[src/rtl/ctrl_seq_tab.sv]
// ctrl_seq_tab: sequencer for the 4-bit ea state-code bus.
// Steps ea over [0, lim] up or down with a prescaled delay and valid/ack handshake.
module ctrl_seq_tab #(
  parameter int DIV_W = 8
) (
  input  logic             clk,
  input  logic             rst,
  input  logic             start,
  input  logic             modo,
  input  logic [3:0]       lim,
  input  logic [DIV_W-1:0] div,
  input  logic             pause,
  input  logic             ack,
  output logic [3:0]       ea,
  output logic             valido,
  output logic             ocupado,
  output logic             fim
);

  typedef enum logic [1:0] {
    OCIOSO,
    APRESENTA,
    CONTA,
    FIM
  } state_t;

  localparam logic [DIV_W-1:0] PRESC_ONE = {{(DIV_W-1){1'b0}}, 1'b1};

  state_t           state_q;
  logic [3:0]       ea_q;
  logic [3:0]       lim_q;
  logic [DIV_W-1:0] div_q;
  logic [DIV_W-1:0] presc_q;
  logic             modo_q;
  logic             valido_q;
  logic             ocupado_q;
  logic             fim_q;

  logic             at_end_d;
  logic [3:0]       ea_step_d;
  logic             presc_zero_d;

  // End code is checked before stepping, so ea never leaves [0, lim_q].
  assign at_end_d     = modo_q ? (ea_q == 4'd0) : (ea_q == lim_q);
  assign ea_step_d    = modo_q ? (ea_q - 4'd1) : (ea_q + 4'd1);
  assign presc_zero_d = (presc_q == '0);

  always_ff @(posedge clk) begin
    if (rst) begin
      state_q   <= OCIOSO;
      ea_q      <= 4'd0;
      lim_q     <= 4'd0;
      div_q     <= '0;
      presc_q   <= '0;
      modo_q    <= 1'b0;
      valido_q  <= 1'b0;
      ocupado_q <= 1'b0;
      fim_q     <= 1'b0;
    end else begin
      fim_q <= 1'b0;
      unique case (state_q)
        OCIOSO: begin
          if (start) begin
            lim_q     <= lim;
            div_q     <= div;
            modo_q    <= modo;
            ea_q      <= modo ? lim : 4'd0;
            valido_q  <= 1'b1;
            ocupado_q <= 1'b1;
            state_q   <= APRESENTA;
          end
        end
        APRESENTA: begin
          if (ack) begin
            valido_q <= 1'b0;
            if (at_end_d) begin
              state_q <= FIM;
            end else begin
              presc_q <= div_q;
              state_q <= CONTA;
            end
          end
        end
        CONTA: begin
          if (!pause) begin
            if (!presc_zero_d) begin
              presc_q <= presc_q - PRESC_ONE;
            end else begin
              ea_q     <= ea_step_d;
              valido_q <= 1'b1;
              state_q  <= APRESENTA;
            end
          end
        end
        FIM: begin
          fim_q     <= 1'b1;
          ocupado_q <= 1'b0;
          state_q   <= OCIOSO;
        end
        default: state_q <= OCIOSO;
      endcase
    end
  end

  assign ea      = ea_q;
  assign valido  = valido_q;
  assign ocupado = ocupado_q;
  assign fim     = fim_q;

endmodule

[config.mk]
export PLATFORM = sky130hd
export DESIGN_NAME = ctrl_seq_tab
export DESIGN_NICKNAME = d
export VERILOG_FILES = /design/src/rtl/ctrl_seq_tab.sv
export SDC_FILE = /design/constraint.sdc
export NUM_CORES = 1
export LEC_CHECK = 0
export ABC_AREA = 1
export ABC_CLOCK_PERIOD_IN_PS = 2000
export CAP_MARGIN = 20
export CORE_ASPECT_RATIO = 0.7
export CORE_UTILIZATION = 30
export CTS_BUF_LIST = sky130_fd_sc_hd__clkbuf_4 sky130_fd_sc_hd__clkbuf_8 sky130_fd_sc_hd__clkbuf_16
export DETAILED_ROUTE_END_ITERATION = 10
export PLACE_DENSITY = 0.54
export SETUP_SLACK_MARGIN = 0.3
export SYNTH_ARGS = -nofsm -noshare
export SYNTH_HDL_FRONTEND = slang
export SYNTH_SLANG_ARGS = --single-unit
[constraint.sdc]
create_clock -name clk -period 2 [get_ports clk]
set_input_delay 0.3 -clock clk [delete_from_list [all_inputs] [get_ports clk]]
set_output_delay 0.3 -clock clk [all_outputs]
set_load 0.005 [all_outputs]
# Word level (Yosys, flattened, before mapping)
# Cells that the tools add are included.
[op_classes]
mux = 25
n_addsub = 3
n_eq_ne = 10
reduce_logical = 13
[op_table]
columns = ["operator", "count"]
rows = [
  ["8-bit two-way mux", 4],
  ["4-bit two-way mux", 5],
  ["8-bit one-hot mux with 2 select lines", 1],
  ["2-bit != test (second input constant)", 6],
  ["5-bit AND reduction", 2],
  ["8-bit logical NOT", 1],
  ["2-bit two-way mux", 4],
  ["2-bit one-hot mux with 4 select lines", 1],
  ["4-bit one-hot mux with 2 select lines", 1],
  ["4-bit AND reduction", 2],
  ["8-bit by 1-bit subtractor with 8-bit output (second input constant)", 1],
  ["1-bit two-way mux", 7],
  ["2-bit nonzero test", 3],
  ["4-bit by 1-bit adder with 4-bit output (second input constant)", 1],
  ["2-bit equality test (second input constant)", 2],
  ["4-bit equality test", 1],
  ["4-bit logical NOT", 1],
  ["2-bit AND reduction", 2],
  ["4-bit by 1-bit subtractor with 4-bit output (second input constant)", 1],
  ["1-bit one-hot mux with 3 select lines", 1],
  ["3-bit nonzero test", 1],
  ["2-bit by 1-bit equality test with 1-bit output (second input constant)", 1],
  ["2-bit logical NOT", 1],
  ["1-bit one-hot mux with 2 select lines", 1],
]
[totals]
output_inout_bits = 7
in_bits = 18
regBits = 30

# Depth between registers and ports, before layout
[depth]
ltp_word = 5
mapped_depth = 11

# Worst setup path before layout
# Ideal clock, no wire load.
[synth_timing]
path_type = "register -> register"
startpoint = "reg presc_q[0]"
endpoint = "reg presc_q[2]"
path_stages_with_launch = 12
path_slack_ns = 0.509
arrival_ns = 1.376
setup_ns = 0.115
synth_period_minus_slack_ns = 1.491
cell_sequence = "dfxtp_1 > inv_1 > ha_1 > nand2_1 > nor2_1 > nand2_1 > nand2_1 > a21oi_4 > buf_6 > nand3_1 > nand2_1 > nor2_1"
[synth_between]
elab_chain_len = 4
[synth_rtl]
columns = ["element", "line", "rtl"]
rows = [
  ["start: declaration", "33", "logic [DIV_W-1:0] presc_q;"],
  ["start signal: assignment", "79", "presc_q <= div_q;"],
  ["start signal: assignment", "87", "presc_q <= presc_q - PRESC_ONE;"],
  ["8-bit by 1-bit subtractor with 8-bit output", "87", ""],
  ["8-bit two-way mux", "86", "if (!presc_zero_d) begin"],
  ["8-bit two-way mux", "85", "if (!pause) begin"],
  ["8-bit one-hot mux with 2 select lines", "61", "unique case (state_q)"],
]
# Several ways; a longest one is shown, not always the timed one. The select of a mux whose other input is x is not followed.
# A chain may end at the register's enable or synchronous reset.

# Worst setup path after layout
[layout_timing]
startpoint = "reg ea_q[0], in the netlist ea[0]"
endpoint = "reg ea_q[2], in the netlist ea[2]"
[layout_between]
elab_chain_len = 5
[layout_rtl]
columns = ["element", "line", "rtl"]
rows = [
  ["start: declaration", "30", "logic [3:0] ea_q;"],
  ["start signal: assignment", "67", "ea_q <= modo ? lim : 4'd0;"],
  ["start signal: assignment", "89", "ea_q <= ea_step_d;"],
  ["4-bit by 1-bit adder with 4-bit output or 4-bit by 1-bit subtractor with 4-bit output (tied branches)", "45", "assign ea_step_d = modo_q ? (ea_q - 4'd1) : (ea_q + 4'd1);"],
  ["4-bit two-way mux (*)", "45", ""],
  ["4-bit two-way mux (*)", "86", ""],
  ["4-bit two-way mux (*)", "85", ""],
  ["4-bit one-hot mux with 2 select lines (*)", "61", ""],
]
# Mark *: on every way between the ends. The rest lies on a longest branch, timed or not. The select of a mux whose other input is x is not followed.

==> impl_metrics.env <==
export IMPL_crit_fanout=5
export IMPL_fin_crit_ns=1.57
export IMPL_synth_top_area_frac=0.364
export IMPL_portBuffers=24
export IMPL_slew_headroom=0.820
export IMPL_cts_buffers=5
export IMPL_clk_pin_slew_worst_paths_ns=0.07
export IMPL_syn_area_per_cell_um2=6.60
export IMPL_syn_area_um2=1650
export IMPL_first_iter_violations=71
export IMPL_rsz0062_at_grt="no"
export IMPL_area_growth_pct=26.9
export IMPL_rr_endpoint="ea[2]$_SDFFE_PP0P_"
export IMPL_fin_crit_sh=0.787
export IMPL_rrSetupSlack_ns=0.43
export IMPL_ys_seq_area_frac=0.364
export IMPL_worst_pin_slew_ns=0.270
export IMPL_start_util=0.314
export IMPL_routed_via_density=4.56
export IMPL_crit_arrival_ns=1.79
export IMPL_hold_viol_final=0
export IMPL_status="finished clean"
export IMPL_hp_class="flop to flop"
export IMPL_worstSetupPathType="flop to flop"
export IMPL_cts_max_level=2
export IMPL_routed_wl_mm=4.06
export IMPL_cts_tree="done"
export IMPL_min_from="ocupado$_SDFFE_PP0P_"
export IMPL_antenna_found_initial=0
export IMPL_postCtsHoldBufs=0
export IMPL_grt_pass1_wl_mm=6.89
export IMPL_place_congestion=0.797
export IMPL_cts_sinks=30
export IMPL_netlist_instances=250
export IMPL_ys_types=26
export IMPL_worstSkewPairLatency_ns=0.28
export IMPL_place_area_um2=1960
export IMPL_die_area_um2=5810
export IMPL_diodes=0
export IMPL_fin_skew_ns=0.00641
export IMPL_die_x_um=90.7
export IMPL_synth_edff_count=0
export IMPL_drive_above_1_share=0.0971
export IMPL_ys_flop_type="dfxtp_1"
export IMPL_grt_start_max_net_pins=28
export IMPL_setup_viol=0
export IMPL_fin_nets=300
export IMPL_timing_rr_start="ea[0]$_SDFFE_PP0P_"
export IMPL_final_setup_tns_ns=0
export IMPL_peakVddDrop_uv=376
export IMPL_ant_nets=0
export IMPL_yosys_area_top_type="dfxtp_1"
export IMPL_max_cap_violations=0
export IMPL_cp_start_kind="flop"
export IMPL_synth_most_common_cell="nand2_1"
export IMPL_synthTopCellsByArea="dfxtp_1, nand2_1, nor2_1"
export IMPL_num_vias=1596
export IMPL_fin_area_um2=2090
export IMPL_gr_total_overflow=0
export IMPL_drtPass1Iterations=4
export IMPL_track_usage=0.151
export IMPL_ys_seq_elements=30
export IMPL_place_inst=341
export IMPL_ys_warn_count=0
export IMPL_die_height_um=64.1
export IMPL_grt_pass1_vias=1437
export IMPL_power_density_nw_per_um2=920
export IMPL_remaining_drc_errors=0
export IMPL_hold_depth=2
export IMPL_r2r_cells=6
export IMPL_num_rows=22
export IMPL_synthArstFlopShare=0
export IMPL_dp_hpwl_mm=2.87
export IMPL_cp_required_ns=2.21
export IMPL_stdcell_count=350
export IMPL_io_pins=25
export IMPL_ctsRootBufferMaster="clkbuf_8"
export IMPL_crit_path_end_kind="flop"
export IMPL_final_max_slew_violation_count=0
export IMPL_cts_buffer_depth=2
export IMPL_core_um2=5260
export IMPL_synth_fp_nets=273
export IMPL_synth_common_cells="nand2_1, nor2_1, dfxtp_1, inv_1, a21oi_1"
export IMPL_crit_start="ea[0]$_SDFFE_PP0P_"
export IMPL_fmaxAchievable_mhz=635
export IMPL_whs_endpoint="ocupado$_SDFFE_PP0P_"
export IMPL_power_leakage_nw=0.927
export IMPL_routedWlPerCell_um=11.6
==> kinds of logic (layout without fill, tap and decap cells) <==
family,count (synthesis),after routing,synth area share
AOI/OAI and AO/OA,53,53,0.171
buffers and inverters,38,66,0.0948
and+or+nand+nor,119,119,0.300
adders and majority gates,5,5,0.0425
xor gates and xnor gates,4,4,0.0212
DFF,30,30,0.364
muxes,1,1,0.00607
==> final cells by class <==
type	count	area, um^2
fillers	549	3160
multi-input cells	182	906
flip-flops and latches	30	604
repair buffers	28	287
inverters	30	113
clock buffers	7	90.1
well taps	72	90.1
clock inverters	1	5.00
==> critical path, cell delays in order, from the launching register on <==
cell,delay (ns)
dfxtp_1,0.43
inv_1,0.14
fa_1,0.44
xor2_1,0.15
o21ai_0,0.14
o21ai_0,0.10
a21oi_1,0.12
==> cells in the final DEF, fill, tap and decap left out <==
cell | Yosys | final
nor3_1 | 1 | 1
nor2_2 | 1 | 2
o21ai_2 | 1 | 1
a22oi_1 | 1 | 1
clkbuf_4 | 0 | 1
o21ai_0 | 23 | 23
nand2_4 | 0 | 1
mux2i_1 | 1 | 1
nand3_1 | 20 | 20
clkinv_2 | 0 | 1
or2_1 | 1 | 1
clkbuf_8 | 0 | 6
ha_1 | 4 | 4
inv_1 | 27 | 27
clkdlybuf4s50_1 | 0 | 24
nand2_1 | 54 | 52
xor2_1 | 4 | 4
dfxtp_2 | 0 | 3
nor2_4 | 1 | 1
buf_6 | 1 | 1
a21oi_4 | 1 | 1
nand2_2 | 2 | 3
nor2_1 | 37 | 36
o21ai_1 | 2 | 2
fa_1 | 1 | 1
a21oi_1 | 25 | 25
dfxtp_1 | 30 | 27
nand4_1 | 2 | 2
buf_12 | 0 | 1
inv_2 | 3 | 3
buf_4 | 1 | 2
==> sequential cells by signal, indices dropped and copies added, names as in the netlist <==
signal,count
div_q,8
ea,4
valido,1
presc_q,8
lim_q,4
fim,1
state_q,2
modo_q,1
ocupado,1
==> power breakdown <==
group          switching (W)  internal (W)
Clock               0.000229      0.000291
Sequential         0.0000771      0.000683
Combinational       0.000370      0.000276
==> routing by layer <==
metal	share of wire	vias up	track usage	routed length, um
met1	0.55	707	0.219	2230
met4	0.011	0	0.0484	44
met2	0.39	29	0.214	1570
met5	0	-	0	0
met3	0.053	5	0.0405	214
li1	-	855	-	-
==> how the worst max path moves through the flow <==
stage | end | cells past startpoint | slack (ns)
6_report | ea[2]$_SDFFE_PP0P_ | 6 | 0.43
5_1_grt | ea[2]$_SDFFE_PP0P_ | 6 | 0.33
4_1_cts | presc_q[5]$_SDFFE_PP0P_ | 11 | 0.37
3_5_place_dp | presc_q[5]$_SDFFE_PP0P_ | 10 | 0.27
3_3_place_gp | presc_q[0]$_SDFFE_PP0P_ | 7 | 0.29
2_1_floorplan | presc_q[2]$_SDFFE_PP0P_ | 11 | 0.51
==> repair_timing <==
item                       CTS  global route
gates resized for setup      1             7
setup endpoints to repair    8            12
buffers inserted             1             0
hold endpoints to repair     0             0
pin swaps                    1             0
gates cloned                 0             0
==> per-stage QoR <==
stage | utilization | worst slack [ns] | power [W] | hold WS (ns)
after floorplan | - | 0.509 | 0.00120 | 0.369
after global placement | 0.373 | 0.286 | 0.00138 | 0.451
after detailed placement | 0.373 | 0.269 | 0.00138 | 0.457
after CTS | 0.395 | 0.368 | 0.00194 | 0.470
after global routing | 0.398 | 0.325 | 0.00209 | 0.501
final | 0.398 | 0.426 | 0.00193 | 0.471
No activity file was read; power rests on OpenSTA's default activity.
